### config.mk
export PLATFORM = sky130hd
export DESIGN_NAME = decode_stage_flat
export DESIGN_NICKNAME = d
export VERILOG_FILES = /design/src/rtl/decode_stage_if.sv /design/src/rtl/decode_stage.sv /design/src/flat_wrapper.sv
export SDC_FILE = /design/constraint.sdc
export NUM_CORES = 1
export LEC_CHECK = 0
export BUFFER_PORTS_ARGS = -buffer_cell sky130_fd_sc_hd__buf_2
export CORE_UTILIZATION = 50
export CTS_CLUSTER_DIAMETER = 60
export DETAILED_ROUTE_END_ITERATION = 7
export MAX_ROUTING_LAYER = met4
export PLACE_DENSITY = 0.89
export SLEW_MARGIN = 0
export SYNTH_ARGS = -nofsm -noshare
export SYNTH_HDL_FRONTEND = slang
export SYNTH_SLANG_ARGS = --single-unit
export TNS_END_PERCENT = 100
### constraint.sdc
create_clock -name clk -period 3.4 [get_ports clk]
set_input_delay 0.68 -clock clk [delete_from_list [all_inputs] [get_ports clk]]
set_output_delay 0.68 -clock clk [all_outputs]
set_load 0.02 [all_outputs]
### src/rtl/decode_stage_if.sv
// Handshake and field bundle between the fetch side, the decode stage,
// the writeback path and the downstream execute stage.
interface decode_stage_if #(
  parameter int WORD_SIZE  = 32,
  parameter int REGNO_BITS = 4,
  parameter int FUNC_BITS  = 4
);
  logic                  in_valid;
  logic                  in_ready;
  logic [WORD_SIZE-1:0]  in_instr;
  logic                  wb_valid;
  logic [REGNO_BITS-1:0] wb_regno;
  logic                  flush;
  logic                  out_valid;
  logic                  out_ready;
  logic [FUNC_BITS:0]    out_alu_func;
  logic                  out_alu_in2_mux;
  logic [REGNO_BITS-1:0] out_regno1;
  logic [REGNO_BITS-1:0] out_regno2;
  logic [WORD_SIZE-1:0]  out_imm;
  logic                  out_wrt_en;
  logic [REGNO_BITS-1:0] out_wrt_regno;
  logic                  out_illegal;

  modport master (
    output in_valid, in_instr, wb_valid, wb_regno, flush, out_ready,
    input  in_ready, out_valid, out_alu_func, out_alu_in2_mux, out_regno1,
           out_regno2, out_imm, out_wrt_en, out_wrt_regno, out_illegal
  );

  modport slave (
    input  in_valid, in_instr, wb_valid, wb_regno, flush, out_ready,
    output in_ready, out_valid, out_alu_func, out_alu_in2_mux, out_regno1,
           out_regno2, out_imm, out_wrt_en, out_wrt_regno, out_illegal
  );
endinterface

### src/rtl/decode_stage.sv
// Instruction decode stage: field decode, register scoreboard for RAW/WAW
// hazards, and a single-entry output register with valid/ready handshake.
module decode_stage #(
  parameter int WORD_SIZE  = 32,
  parameter int REGNO_BITS = 4,
  parameter int FUNC_BITS  = 4
) (
  input logic          clk,
  input logic          reset_n,
  decode_stage_if.slave bus
);
  localparam int NREGS = 2 ** REGNO_BITS;
  localparam int FW    = FUNC_BITS + 1;

  localparam logic [3:0] OP_ALUR = 4'hC;
  localparam logic [3:0] OP_ALUI = 4'h4;
  localparam logic [3:0] OP_CMPR = 4'hD;
  localparam logic [3:0] OP_CMPI = 4'h5;

  localparam logic [3:0] FN_ADD  = 4'h0;
  localparam logic [3:0] FN_SUB  = 4'h1;
  localparam logic [3:0] FN_AND  = 4'h4;
  localparam logic [3:0] FN_OR   = 4'h5;
  localparam logic [3:0] FN_XOR  = 4'h6;
  localparam logic [3:0] FN_NAND = 4'hC;
  localparam logic [3:0] FN_NOR  = 4'hD;
  localparam logic [3:0] FN_XNOR = 4'hE;
  localparam logic [3:0] FN_MVHI = 4'hB;

  localparam logic [3:0] FN_F    = 4'h0;
  localparam logic [3:0] FN_EQ   = 4'h1;
  localparam logic [3:0] FN_LT   = 4'h2;
  localparam logic [3:0] FN_LTE  = 4'h3;
  localparam logic [3:0] FN_T    = 4'h8;
  localparam logic [3:0] FN_NE   = 4'h9;
  localparam logic [3:0] FN_GTE  = 4'hA;
  localparam logic [3:0] FN_GT   = 4'hB;

  // Shared ALU function codes: MSB selects the comparator unit.
  localparam logic [FUNC_BITS:0] ALU_ADD  = FW'(5'h00);
  localparam logic [FUNC_BITS:0] ALU_SUB  = FW'(5'h01);
  localparam logic [FUNC_BITS:0] ALU_AND  = FW'(5'h04);
  localparam logic [FUNC_BITS:0] ALU_OR   = FW'(5'h05);
  localparam logic [FUNC_BITS:0] ALU_XOR  = FW'(5'h06);
  localparam logic [FUNC_BITS:0] ALU_NAND = FW'(5'h0C);
  localparam logic [FUNC_BITS:0] ALU_NOR  = FW'(5'h0D);
  localparam logic [FUNC_BITS:0] ALU_XNOR = FW'(5'h0E);
  localparam logic [FUNC_BITS:0] ALU_MVHI = FW'(5'h0B);
  localparam logic [FUNC_BITS:0] ALU_F    = FW'(5'h10);
  localparam logic [FUNC_BITS:0] ALU_EQ   = FW'(5'h11);
  localparam logic [FUNC_BITS:0] ALU_LT   = FW'(5'h12);
  localparam logic [FUNC_BITS:0] ALU_LTE  = FW'(5'h13);
  localparam logic [FUNC_BITS:0] ALU_T    = FW'(5'h18);
  localparam logic [FUNC_BITS:0] ALU_NE   = FW'(5'h19);
  localparam logic [FUNC_BITS:0] ALU_GTE  = FW'(5'h1A);
  localparam logic [FUNC_BITS:0] ALU_GT   = FW'(5'h1B);

  localparam logic ALUIN2_REG = 1'b0;
  localparam logic ALUIN2_IMM = 1'b1;

  typedef enum logic {ST_EMPTY, ST_FULL} state_t;

  function automatic logic signed [WORD_SIZE-1:0] sext_imm(input logic signed [15:0] imm);
    logic signed [WORD_SIZE-1:0] ext;
    ext = imm;
    return ext;
  endfunction

  function automatic logic [NREGS-1:0] reg_mask(input logic en, input logic [REGNO_BITS-1:0] r);
    return en ? (NREGS'(1) << r) : '0;
  endfunction

  state_t state_q, state_d;

  logic [3:0]                  fn_p0, opc_p0;
  logic signed [15:0]          imm_raw_p0;
  logic [REGNO_BITS-1:0]       rd_p0, rs1_p0, rs2_p0;
  logic                        is_alu_p0, is_cmp_p0, fn_ok_p0, legal_p0;
  logic                        in2_sel_p0;
  logic [FUNC_BITS:0]          code_p0;
  logic [FUNC_BITS:0]          func_p0;
  logic                        mux_p0, wen_p0;
  logic signed [WORD_SIZE-1:0] imm_p0;

  logic [NREGS-1:0] busy_p1, busy_eff, busy_nxt;
  logic             hazard, in_ready_c, accept;

  logic                        vld_p1;
  logic [FUNC_BITS:0]          func_p1;
  logic                        mux_p1, wen_p1, illegal_p1;
  logic [REGNO_BITS-1:0]       rs1_p1, rs2_p1, rd_p1;
  logic signed [WORD_SIZE-1:0] imm_p1;

  // ---- p0: field extraction and combinational decode ----
  assign fn_p0      = bus.in_instr[31:28];
  assign opc_p0     = bus.in_instr[27:24];
  assign imm_raw_p0 = bus.in_instr[23:8];
  assign rs2_p0     = bus.in_instr[8 +: REGNO_BITS];
  assign rs1_p0     = bus.in_instr[4 +: REGNO_BITS];
  assign rd_p0      = bus.in_instr[0 +: REGNO_BITS];
  assign imm_p0     = sext_imm(imm_raw_p0);

  always_comb begin
    is_alu_p0  = 1'b0;
    is_cmp_p0  = 1'b0;
    in2_sel_p0 = ALUIN2_REG;
    code_p0    = '0;
    fn_ok_p0   = 1'b0;
    case (opc_p0)
      OP_ALUR: is_alu_p0 = 1'b1;
      OP_ALUI: begin is_alu_p0 = 1'b1; in2_sel_p0 = ALUIN2_IMM; end
      OP_CMPR: is_cmp_p0 = 1'b1;
      OP_CMPI: begin is_cmp_p0 = 1'b1; in2_sel_p0 = ALUIN2_IMM; end
      default: ;
    endcase
    if (is_alu_p0) begin
      fn_ok_p0 = 1'b1;
      case (fn_p0)
        FN_ADD:  code_p0 = ALU_ADD;
        FN_SUB:  code_p0 = ALU_SUB;
        FN_AND:  code_p0 = ALU_AND;
        FN_OR:   code_p0 = ALU_OR;
        FN_XOR:  code_p0 = ALU_XOR;
        FN_NAND: code_p0 = ALU_NAND;
        FN_NOR:  code_p0 = ALU_NOR;
        FN_XNOR: code_p0 = ALU_XNOR;
        FN_MVHI: code_p0 = ALU_MVHI;
        default: fn_ok_p0 = 1'b0;
      endcase
    end else if (is_cmp_p0) begin
      fn_ok_p0 = 1'b1;
      case (fn_p0)
        FN_F:    code_p0 = ALU_F;
        FN_EQ:   code_p0 = ALU_EQ;
        FN_LT:   code_p0 = ALU_LT;
        FN_LTE:  code_p0 = ALU_LTE;
        FN_T:    code_p0 = ALU_T;
        FN_NE:   code_p0 = ALU_NE;
        FN_GTE:  code_p0 = ALU_GTE;
        FN_GT:   code_p0 = ALU_GT;
        default: fn_ok_p0 = 1'b0;
      endcase
    end
    legal_p0 = fn_ok_p0;
    func_p0  = legal_p0 ? code_p0 : '0;
    mux_p0   = legal_p0 ? in2_sel_p0 : 1'b0;
    wen_p0   = legal_p0;
  end

  // A register retiring this cycle no longer blocks; illegal ops skip the check.
  assign busy_eff = busy_p1 & ~reg_mask(bus.wb_valid, bus.wb_regno);
  assign hazard   = legal_p0 &&
                    (busy_eff[rs1_p0] || busy_eff[rd_p0] ||
                     (in2_sel_p0 == ALUIN2_REG && busy_eff[rs2_p0]));

  assign in_ready_c   = reset_n && !bus.flush &&
                        (state_q == ST_EMPTY || bus.out_ready) && !hazard;
  assign accept       = bus.in_valid && in_ready_c;
  assign bus.in_ready = in_ready_c;

  always_comb begin
    busy_nxt = busy_eff;
    if (accept && legal_p0) busy_nxt[rd_p0] = 1'b1;
  end

  always_ff @(posedge clk) begin
    if (!reset_n || bus.flush) busy_p1 <= '0;
    else                       busy_p1 <= busy_nxt;
  end

  // ---- p1: output register state ----
  always_ff @(posedge clk) begin
    if (!reset_n) state_q <= ST_EMPTY;
    else          state_q <= state_d;
  end

  always_comb begin
    state_d = state_q;
    case (state_q)
      ST_EMPTY: if (accept) state_d = ST_FULL;
      ST_FULL:  if (!accept && bus.out_ready) state_d = ST_EMPTY;
      default:  state_d = ST_EMPTY;
    endcase
    if (bus.flush) state_d = ST_EMPTY;
  end

  assign vld_p1 = (state_q == ST_FULL);

  always_ff @(posedge clk) begin
    if (!reset_n) begin
      func_p1    <= '0;
      mux_p1     <= 1'b0;
      rs1_p1     <= '0;
      rs2_p1     <= '0;
      imm_p1     <= '0;
      wen_p1     <= 1'b0;
      rd_p1      <= '0;
      illegal_p1 <= 1'b0;
    end else if (accept) begin
      func_p1    <= func_p0;
      mux_p1     <= mux_p0;
      rs1_p1     <= rs1_p0;
      rs2_p1     <= rs2_p0;
      imm_p1     <= imm_p0;
      wen_p1     <= wen_p0;
      rd_p1      <= rd_p0;
      illegal_p1 <= !legal_p0;
    end
  end

  assign bus.out_valid       = vld_p1;
  assign bus.out_alu_func    = func_p1;
  assign bus.out_alu_in2_mux = mux_p1;
  assign bus.out_regno1      = rs1_p1;
  assign bus.out_regno2      = rs2_p1;
  assign bus.out_imm         = imm_p1;
  assign bus.out_wrt_en      = wen_p1;
  assign bus.out_wrt_regno   = rd_p1;
  assign bus.out_illegal     = illegal_p1;
endmodule

### src/flat_wrapper.sv
// flat-port wrapper written by rule: the top's interface ports become plain ports
module decode_stage_flat 
#(
  parameter int WORD_SIZE  = 32,
  parameter int REGNO_BITS = 4,
  parameter int FUNC_BITS  = 4
)
  (clk, reset_n, bus_in_valid, bus_in_instr, bus_wb_valid, bus_wb_regno, bus_flush, bus_out_ready, bus_in_ready, bus_out_valid, bus_out_alu_func, bus_out_alu_in2_mux, bus_out_regno1, bus_out_regno2, bus_out_imm, bus_out_wrt_en, bus_out_wrt_regno, bus_out_illegal);
  decode_stage_if #(.WORD_SIZE(WORD_SIZE), .REGNO_BITS(REGNO_BITS), .FUNC_BITS(FUNC_BITS)) bus_i ();
  input logic clk;
  input logic reset_n;
  input wire logic [$bits(bus_i.in_valid)-1:0] bus_in_valid;
  input wire logic [$bits(bus_i.in_instr)-1:0] bus_in_instr;
  input wire logic [$bits(bus_i.wb_valid)-1:0] bus_wb_valid;
  input wire logic [$bits(bus_i.wb_regno)-1:0] bus_wb_regno;
  input wire logic [$bits(bus_i.flush)-1:0] bus_flush;
  input wire logic [$bits(bus_i.out_ready)-1:0] bus_out_ready;
  output wire logic [$bits(bus_i.in_ready)-1:0] bus_in_ready;
  output wire logic [$bits(bus_i.out_valid)-1:0] bus_out_valid;
  output wire logic [$bits(bus_i.out_alu_func)-1:0] bus_out_alu_func;
  output wire logic [$bits(bus_i.out_alu_in2_mux)-1:0] bus_out_alu_in2_mux;
  output wire logic [$bits(bus_i.out_regno1)-1:0] bus_out_regno1;
  output wire logic [$bits(bus_i.out_regno2)-1:0] bus_out_regno2;
  output wire logic [$bits(bus_i.out_imm)-1:0] bus_out_imm;
  output wire logic [$bits(bus_i.out_wrt_en)-1:0] bus_out_wrt_en;
  output wire logic [$bits(bus_i.out_wrt_regno)-1:0] bus_out_wrt_regno;
  output wire logic [$bits(bus_i.out_illegal)-1:0] bus_out_illegal;
  assign bus_i.in_valid = bus_in_valid;
  assign bus_i.in_instr = bus_in_instr;
  assign bus_i.wb_valid = bus_wb_valid;
  assign bus_i.wb_regno = bus_wb_regno;
  assign bus_i.flush = bus_flush;
  assign bus_i.out_ready = bus_out_ready;
  assign bus_in_ready = bus_i.in_ready;
  assign bus_out_valid = bus_i.out_valid;
  assign bus_out_alu_func = bus_i.out_alu_func;
  assign bus_out_alu_in2_mux = bus_i.out_alu_in2_mux;
  assign bus_out_regno1 = bus_i.out_regno1;
  assign bus_out_regno2 = bus_i.out_regno2;
  assign bus_out_imm = bus_i.out_imm;
  assign bus_out_wrt_en = bus_i.out_wrt_en;
  assign bus_out_wrt_regno = bus_i.out_wrt_regno;
  assign bus_out_illegal = bus_i.out_illegal;
  decode_stage #(.WORD_SIZE(WORD_SIZE), .REGNO_BITS(REGNO_BITS), .FUNC_BITS(FUNC_BITS)) u_core (.clk(clk), .reset_n(reset_n), .bus(bus_i));
endmodule
**Word level (Yosys, flattened, before mapping)**

Cells that the tools add are included.

- $add $sub $neg: 0
- Multiply operators: 0
- Divide/modulo/power cells: 0
- $lt $le $gt $ge: 4
- Eq/ne operators: 17
- Shift operators: 1
- Muxes and demuxes: 26
- Bitwise operators: 6
- Reduce and logical (&&, ||, !) cells: 25

Operator list:

| operator | count |
|---|---|
| 5-bit one-hot mux with 8 select lines | 1 |
| 4-bit equality test, second input constant | 9 |
| 16-bit two-way mux | 2 |
| 4-bit one-hot mux with 8 select lines | 1 |
| 4-bit by 3-bit equality test with 1-bit output, second input constant | 5 |
| 16-bit bitwise AND | 1 |
| 16-bit NOT | 1 |
| 16-bit bitwise OR | 1 |
| 1-bit by 4-bit << shifter with 16-bit output, first input constant | 1 |
| 4-bit by 5-bit less-than comparator with 1-bit output, second input constant | 3 |
| 5-bit two-way mux | 3 |
| 1-bit two-way mux | 14 |
| 1-bit binary-select mux with 4-bit select | 3 |
| 1-bit logical AND | 9 |
| 9-bit OR reduction | 1 |
| 4-bit by 2-bit equality test with 1-bit output, second input constant | 2 |
| 2-bit OR reduction | 4 |
| 8-bit OR reduction | 1 |
| 1-bit zero test | 5 |
| 1-bit demux with 4-bit select | 1 |
| 4-bit by 1-bit equality test with 1-bit output, second input constant | 1 |
| 4-bit by 1-bit greater-or-equal comparator with 1-bit output, second input constant | 1 |
| 4-bit zero test | 1 |
| 1-bit logical OR | 4 |
| 2 further kinds | 4 |

- Flip-flop bits (word level): 53
- Bits in latches: 0
- Memory bits (writable): 0
- Bits in read-only memories: 0
- Bits of input ports: 42
- Output and inout bits: 54
- Memories kept: 0

**Depth between registers and ports, before layout**

Gate-level depths: netlist of the first run.

- Depth after elaboration: 16
- Mapped depth: 12

**Worst setup path before layout of the first run**

No wires, ideal clock.

- Path kind: input -> output
- Start: input port bus_wb_regno[3]
- End: output port bus_in_ready
- Data arrival time: 2.795 ns
- Required time: 2.720 ns
- Path slack: -0.075 ns
- Stages: 9
- Buffers on the path: 2
- Cell sequence: or2_2 o21ai_0 mux4_2 mux2i_1 mux2_4 o31a_1 buf_6 buf_2 nor2_1

- Cells in the longest elaborated chain, start to end: 11

Ends and longest elaborated chain:

| what | RTL line | text |
|---|---|---|
| from (decl) | flat_wrapper.sv:15 | `input wire logic [$bits(bus_i.wb_regno)-1:0] bus_wb_regno;` |
| 1-bit by 4-bit << shifter with 16-bit output (*) | decode_stage.sv:70 | `return en ? (NREGS'(1) << r) : '0;` |
| 16-bit two-way mux (*) | decode_stage.sv:70 |  |
| 16-bit NOT (*) | decode_stage.sv:151 | `assign busy_eff = busy_p1 & ~reg_mask(bus.wb_valid, bus.wb_regno);` |
| 16-bit bitwise AND (*) | decode_stage.sv:151 |  |
| 1-bit binary-select mux with 4-bit select, on equally long branches | decode_stage.sv:153, decode_stage.sv:154 |  |
| 1-bit two-way mux, on equally long branches | decode_stage.sv:153, decode_stage.sv:154 |  |
| 1-bit logical OR or 1-bit logical AND (tied branches) | decode_stage.sv:153, decode_stage.sv:154 |  |
| 1-bit logical OR (*) | decode_stage.sv:153 | `(busy_eff[rs1_p0] \|\| busy_eff[rd_p0] \|\|` |
| 1-bit logical AND (*) | decode_stage.sv:152 | `assign hazard = legal_p0 &&` |
| 1-bit zero test (*) | decode_stage.sv:157 | `(state_q == ST_EMPTY \|\| bus.out_ready) && !hazard;` |
| 1-bit logical AND (*) | decode_stage.sv:157 |  |
| to (decl) | flat_wrapper.sv:18 | `output wire logic [$bits(bus_i.in_ready)-1:0] bus_in_ready;` |

Mark *: on every way between the ends. The rest lies on a longest branch, timed or not. The select of a mux whose other input is x is not followed.

**Worst setup path after layout of the first run**

- Start: input port bus_wb_regno[1]
- End: output port bus_in_ready

The elaborated chain is that of the path after synthesis.

==> results.md, run 1 <==
* Max-Cap Viols at 0
* WS Path Type: in2out
* Critical path endpoint category: output port
* Routability congestion estimate at 0.941
* Syn Nets at 351
* Core Box Area at around 5100 um2
* Slew margin rel. at 0.501
* P&R area growth vs syn at 20.7%
* Worst clock skew at 12.2 ps
* Post-DRT Antenna Nets at 0
* Clock root buffer: clkbuf_8
* CP startpoint: bus_wb_regno[1]
* Reg clk slew, reported paths at 90 ps
* Top_reg_cell synth: dfxtp_1
* Total Wirelength at around 7.5 mm
* Share of cells above drive strength 1 at 0.383
* Port Buffer Count at 95
* Crit path launch type: input pin
* Clock Latency Late Sink at between 300 and 400 ps
* Starting density of the core at 0.522
* Ports at 96
* Hold slack at approximately 470 ps
* Reg2reg start: u_core.busy_p1[5]
* TritonCTS buffer count at 5
* Antenna violations before repair at 0
* Synthesized instance count at a little over 300
* Combinational power share at 0.192
* Psw at ~0.00037 W
* Via count at approximately 2,700
* Initial DRC count at between 200 and 300
* Final net count at 427
* Post-synth EDFFs at 0
* Final period util at 0.976
* Crit Path Max Fanout at 4
* Ys Warns at 0
* Die height at roughly 75 um
* Yosys cell types at 44
* Setup total negative slack at 0 ps
* Clk buf depth at 2
* Seq cells post-synth at ~50
* Grt total ovfl at 0
* TritonCTS clock tree: built
* DR WL/cell at between 15 and 20 um
* Fmax at between 300 and 400 MHz
* # rows at 26
* VDD IR max at 0.169 mV
* Die area at roughly 5700 um2
* Status: completed
* Crit path DAT at 2640 ps
* Net Sw Frac at 0.311
* Pint at between 0.0008 and 0.0009 W
* Avg Cell Area, Syn at between 8 and 9 um2
* Clock tree sinks at just under 50
* Via density at ~6
* Final setup viols at 0
* Hold Path Class: reg2reg
* Synth async-reset ratio at 0
* Post-DP HPWL at around 5.3 mm
* WP data required at about 2700 ps
* First-pass GRT wire length at about 11 mm
* Power Dens Cells at 368 nW/um2
* Final Critical Period at ~3300 ps
* Final hold viol count at 0
* Slew Limit Fails at 0
* LEAKAGE at between 1 and 1.5 nW
* Clock power share at 0.302
* Vias in the first global route at 2,361
* Flop pwr share at 0.506
* Seq/Total Area, Yosys at 0.366
* Maximum level of the CTS H-tree at 2
* Diodes inserted at 0
* Mapped Area at 2680 um2
* DRC viols at 0
* Hold wc startpoint: u_core.bus.out_wrt_regno[3]
* Total setup buffers inserted after CTS at 0
* Total track usage at 0.269
* Pin count of the biggest net entering global routing at 34
* Slew at the pin with the worst max-slew slack at around 750 ps
* Die width at 75.3 um
* RSZ-0062 raised after global routing: false
* TritonRoute pass-1 iters at 5
==> metrics by stage <==
stage	std cells	setup WS, ps	utilization	area [um2]	total power [W]
finish	456	81.1	0.630	3240	0.00119
global placement	448	72.2	0.604	3110	0.000833
floorplan	309	4.44	-	2690	0.000770
CTS	456	29.7	0.622	3200	0.00119
global route	456	3.48	0.630	3240	0.00124
detailed placement	448	30.2	0.604	3110	0.000839
==> critical path: stages <==
cell and delay (ps):
buf_2 120, or3b_4 470, o21ai_4 210, mux4_2 250, mux2i_1 80, mux2_4 280, o31a_1 300, nor2_2 100
buf_4 140
==> timing repair <==
action | CTS | global route
endpoints found under the setup margin | 0 | 1
gates resized for setup | 0 | 13
hold buffers | 0 | 0
==> cell usage in the layout (no fill, tap or decap), types with 3 or more instances in the layout <==
master	count
inv_1	3
nand3_1	5
or3_1	3
nand2b_1	11
o2111ai_1	3
buf_2	94
nor2b_1	5
nand4b_1	3
mux4_2	5
a21oi_1	4
o211ai_1	6
o21ai_1	10
nor2_1	3
o22ai_1	43
nand2_1	62
dfxtp_1	49
mux2i_1	6
o22ai_2	11
o21ai_4	4
buf_4	17
o21ai_0	3
clkbuf_8	5
==> cell usage after synthesis (all sizes together), types with 3 or more instances <==
cell type  instances  area (um2)
nand4b             3        26.3
nand2b            11        68.8
o21ai             18         105
nor2b              5        31.3
nand3              5        25.0
nor2               5        35.0
or3                3        18.8
mux2i              6        60.1
o2111ai            3        26.3
a21oi              4        20.0
inv                3        11.3
clkbuf            15        56.3
buf               28         226
mux4               6         139
o22ai             54         400
nand2             62         233
o211ai             6        45.0
dfxtp             49         981
==> layout make-up <==
class / count / area, um2
Sequential cell: 49 / 981
Multi-Input combinational cell: 214 / 1450
Clock inverter: 3 / 22.5
Clock buffer: 5 / 68.8
Inverter: 3 / 11.3
Fill cell: 457 / 1900
Timing Repair Buffer: 112 / 618
Tap cell: 70 / 87.6
==> flip-flops by register name (all words and copies together), names as in the netlist <==
signal / flops
u_core.bus.out_regno1: 4
u_core.bus.out_alu_in2_mux: 1
u_core.bus.out_illegal: 1
u_core.bus.out_imm: 16
u_core.busy_p1: 16
u_core.bus.out_valid: 1
u_core.bus.out_wrt_en: 1
u_core.bus.out_alu_func: 5
u_core.bus.out_wrt_regno: 4
==> worst paths after layout <==
path                                      end  slack (ps)  cells past startpoint
setup reg to reg        u_core.bus.out_imm[0]        1000                     10
hold reg to reg   u_core.bus.out_wrt_regno[3]         470                      2
hold / removal    u_core.bus.out_wrt_regno[3]         470                      2
setup / recovery                 bus_in_ready          80                      9
==> power groups by stage <==
stage          clock network [W]  registers (W)  logic, W
6_report                0.000360       0.000604  0.000230
3_3_place_gp                   0       0.000616  0.000217
3_5_place_dp                   0       0.000617  0.000222
4_1_cts                 0.000360       0.000604  0.000223
2_1_floorplan                  0       0.000640  0.000130
5_1_grt                 0.000390       0.000607  0.000246
==> cell families (layout without fill, tap and decap cells) <==
group	Yosys count	in the layout	share of synthesized area
flops	49	49	0.366
buf+inv	46	123	0.110
compound gates	92	92	0.244
simple gates	108	108	0.198
mux	13	13	0.0797
xor+xnor	1	1	0.00326
==> metal layers <==
| metal | vias up | global-route usage | wire, um |
|---|---|---|---|
| met5 | - | - | 0 |
| met2 | 164 | 0.417 | 3540 |
| li1 | 1264 | - | - |
| met4 | 0 | 0.0947 | 187 |
| met1 | 1256 | 0.357 | 3140 |
| met3 | 24 | 0.0428 | 602 |
No activity file was read; power rests on OpenSTA's default activity.
==> run 2: changes to the inputs <==
Settings changed: MAX_ROUTING_LAYER met4 to not set.
==> run 2 against run 1 <==
Die area is the same. First-iteration DRC count grew 0.78%. Clock power grew 17%. Combinational power about the same. Sequential share of layout area fell by 0.30 points. Clock skew increased by 1.9 ps.
==> results.md, run 2 (same netlist as run 1, synthesis figures left out) <==
* TritonCTS buffer count at 5 (unchanged)
* Flop pwr share at 0.481 (-0.025)
* Clock tree sinks at 49 (unchanged)
* Slew at the pin with the worst max-slew slack at 731 ps (-18.2 ps)
* VDD IR max at 0.212 mV (+26%)
* Placed cells at 447 (-0.22%)
* Clock root buffer: clkbuf_8
* DP Worst Slack at 28.2 ps (-2.01 ps)
* Post-DRT Antenna Nets at 0 (unchanged)
* Maximum level of the CTS H-tree at 2 (unchanged)
* Psw at 0.000359 W (-3.5%)
* Hold Path Class: reg2reg
* Slew margin rel. at 0.513 (+0.0122)
* DP Area at 3110 um2 (+0.16%)
* Initial DRC count at 260 (+0.78%)
* Most common cell after layout, fill and taps aside: buf_2
* Max stage delay on crit path at 490 ps (+20 ps)
* Critical path endpoint category: output port
* Final std cells w/o fill at 455 (-0.22%)
* Worst setup margin at 45.1 ps (-36.0 ps)
* WP data required at 2720 ps (about the same)
* Total setup buffers inserted after CTS at 0 (unchanged)
* TritonRoute pass-1 iters at 5 (unchanged)
* Pint at 0.000897 W (+9.2%)
* Worst clock skew at 14.1 ps (+1.91 ps)
* Hold buffers post-CTS at 0 (unchanged)
* Via count at 2,697 (-0.41%)
* Clock Latency Late Sink at 310 ps (about the same)
* Final core occ at 0.637 (+0.00633)
* Final hold viol count at 0 (unchanged)
* Combinational power share at 0.182 (-0.010)
* Total track usage at 0.257 (-0.0120)
* Diodes inserted at 0 (unchanged)
* WS Path Type: in2out
* Hold wc startpoint: u_core.bus.out_wrt_regno[3]
* Port Buffer Count at 95 (unchanged)
* Pin count of the biggest net entering global routing at 34 (unchanged)
* Fmax at 298 MHz (-1.1%)
* DR WL/cell at 16.1 um (-1.5%)
* Crit path DAT at 2670 ps (+30 ps)
* Crit path launch type: input pin
* # rows at 26 (unchanged)
* DRC viols at 0 (unchanged)
* Starting density of the core at 0.522 (unchanged)
* Total Wirelength at 7.35 mm (-1.7%)
* Grt total ovfl at 0 (unchanged)
* CP Cell Sequence: buf_2 > or3b_4 > o21ai_4 > mux4_2 > mux2i_1 > mux2_4 > o31a_1 > nor2_2 > buf_4
* Post-route cell area at 3270 um2 (+1.0%)
* Power Dens Cells at 384 nW/um2 (+4.2%)
* Commonest non-fill, non-tap cells in the layout: buf_2 (94), nand2_1 (62), dfxtp_1 (49)
* Crit Path Max Fanout at 4 (unchanged)
* Clock power share at 0.337 (+0.035)
* Via density at 5.93 (-0.19%)
* Slew Limit Fails at 0 (unchanged)
* Final setup viols at 0 (unchanged)
* TritonCTS clock tree: built
* Reg2reg start: u_core.busy_p1[5]
* Share of cells above drive strength 1 at 0.387 (+0.00359)
* First-pass GRT wire length at 11.2 mm (+0.31%)
* Max-Cap Viols at 0 (unchanged)
* Core Box Area at 5140 um2 (unchanged)
* Die area at 5660 um2 (unchanged)
* Antenna violations before repair at 0 (unchanged)
* CP startpoint: bus_wb_regno[1]
* Final Critical Period at 3350 ps (+36.0 ps)
* LEAKAGE at 1.36 nW (+0.44%)
* Clk buf depth at 2 (unchanged)
* Final period util at 0.987 (+0.0106)
* Reg clk slew, reported paths at 90 ps (about the same)
* Reg2reg setup slack at 930 ps (-70 ps)
* Setup total negative slack at 0 ps (unchanged)
* Vias in the first global route at 2,386 (+1.1%)
* Post-DP HPWL at 5.25 mm (-1.6%)
* Die width at 75.3 um (unchanged)
* Status: completed
* Final net count at 426 (-0.23%)
* Routability congestion estimate at 0.992 (+5.4%)
* Ports at 96 (unchanged)
* Net Sw Frac at 0.286 (-0.0257)
* Slowest CP cell: or3b_4
* Die height at 75.3 um (unchanged)
* P&R area growth vs syn at 22.0%
[run 2: layer usage]
layer | up-vias | share of wire | track usage
met1 | 1262 | 0.43 | 0.347
met3 | 25 | 0.068 | 0.0375
li1 | 1259 | - | -
met5 | - | 0 | 0
met2 | 151 | 0.47 | 0.423
met4 | 0 | 0.031 | 0.0864
[run 2: critical path, delay by kind of cell]
| family | cells | cell delay [ps] |
|---|---|---|
| mux | 3 | 610 |
| simple gates | 2 | 610 |
| compound gates | 2 | 510 |
| buf+inv | 2 | 270 |
[run 2: power groups by stage]
| stage | registers [W] | logic (W) | clock network, W |
|---|---|---|---|
| after floorplan | 0.000640 | 0.000130 | 0 |
| after global placement | 0.000615 | 0.000218 | 0 |
| after detailed placement | 0.000617 | 0.000221 | 0 |
| after CTS | 0.000603 | 0.000222 | 0.000420 |
| after global routing | 0.000607 | 0.000247 | 0.000450 |
| final | 0.000603 | 0.000229 | 0.000423 |
[run 2: final timing paths]
path,endpoint,cells after the start
max,bus_in_ready,9
max reg2reg,u_core.bus.out_imm[5],10
min,u_core.bus.out_wrt_regno[3],2
min reg2reg,u_core.bus.out_wrt_regno[3],2
[run 2: cell type report]
class                   count  area (um2)
inverters                   3        11.3
multi-input cells         214        1460
clock inverters             2        38.8
repair buffers            111         623
fillers                   437        1870
flip-flops and latches     49         981
well taps                  70        87.6
clock buffers               6        72.6
[run 2: what timing repair did]
| item | in CTS | in global routing |
|---|---|---|
| gates resized for setup | 0 | 15 |
| setup endpoints to repair | 0 | 1 |
| hold endpoints to repair | 0 | 0 |
[run 2: per-stage QoR]
| step | total power (W) | hold slack [ps] |
|---|---|---|
| CTS | 0.00125 | 474 |
| global placement | 0.000834 | 448 |
| detailed placement | 0.000838 | 456 |
| global route | 0.00130 | 497 |
| floorplan | 0.000770 | 482 |
| finish | 0.00126 | 472 |
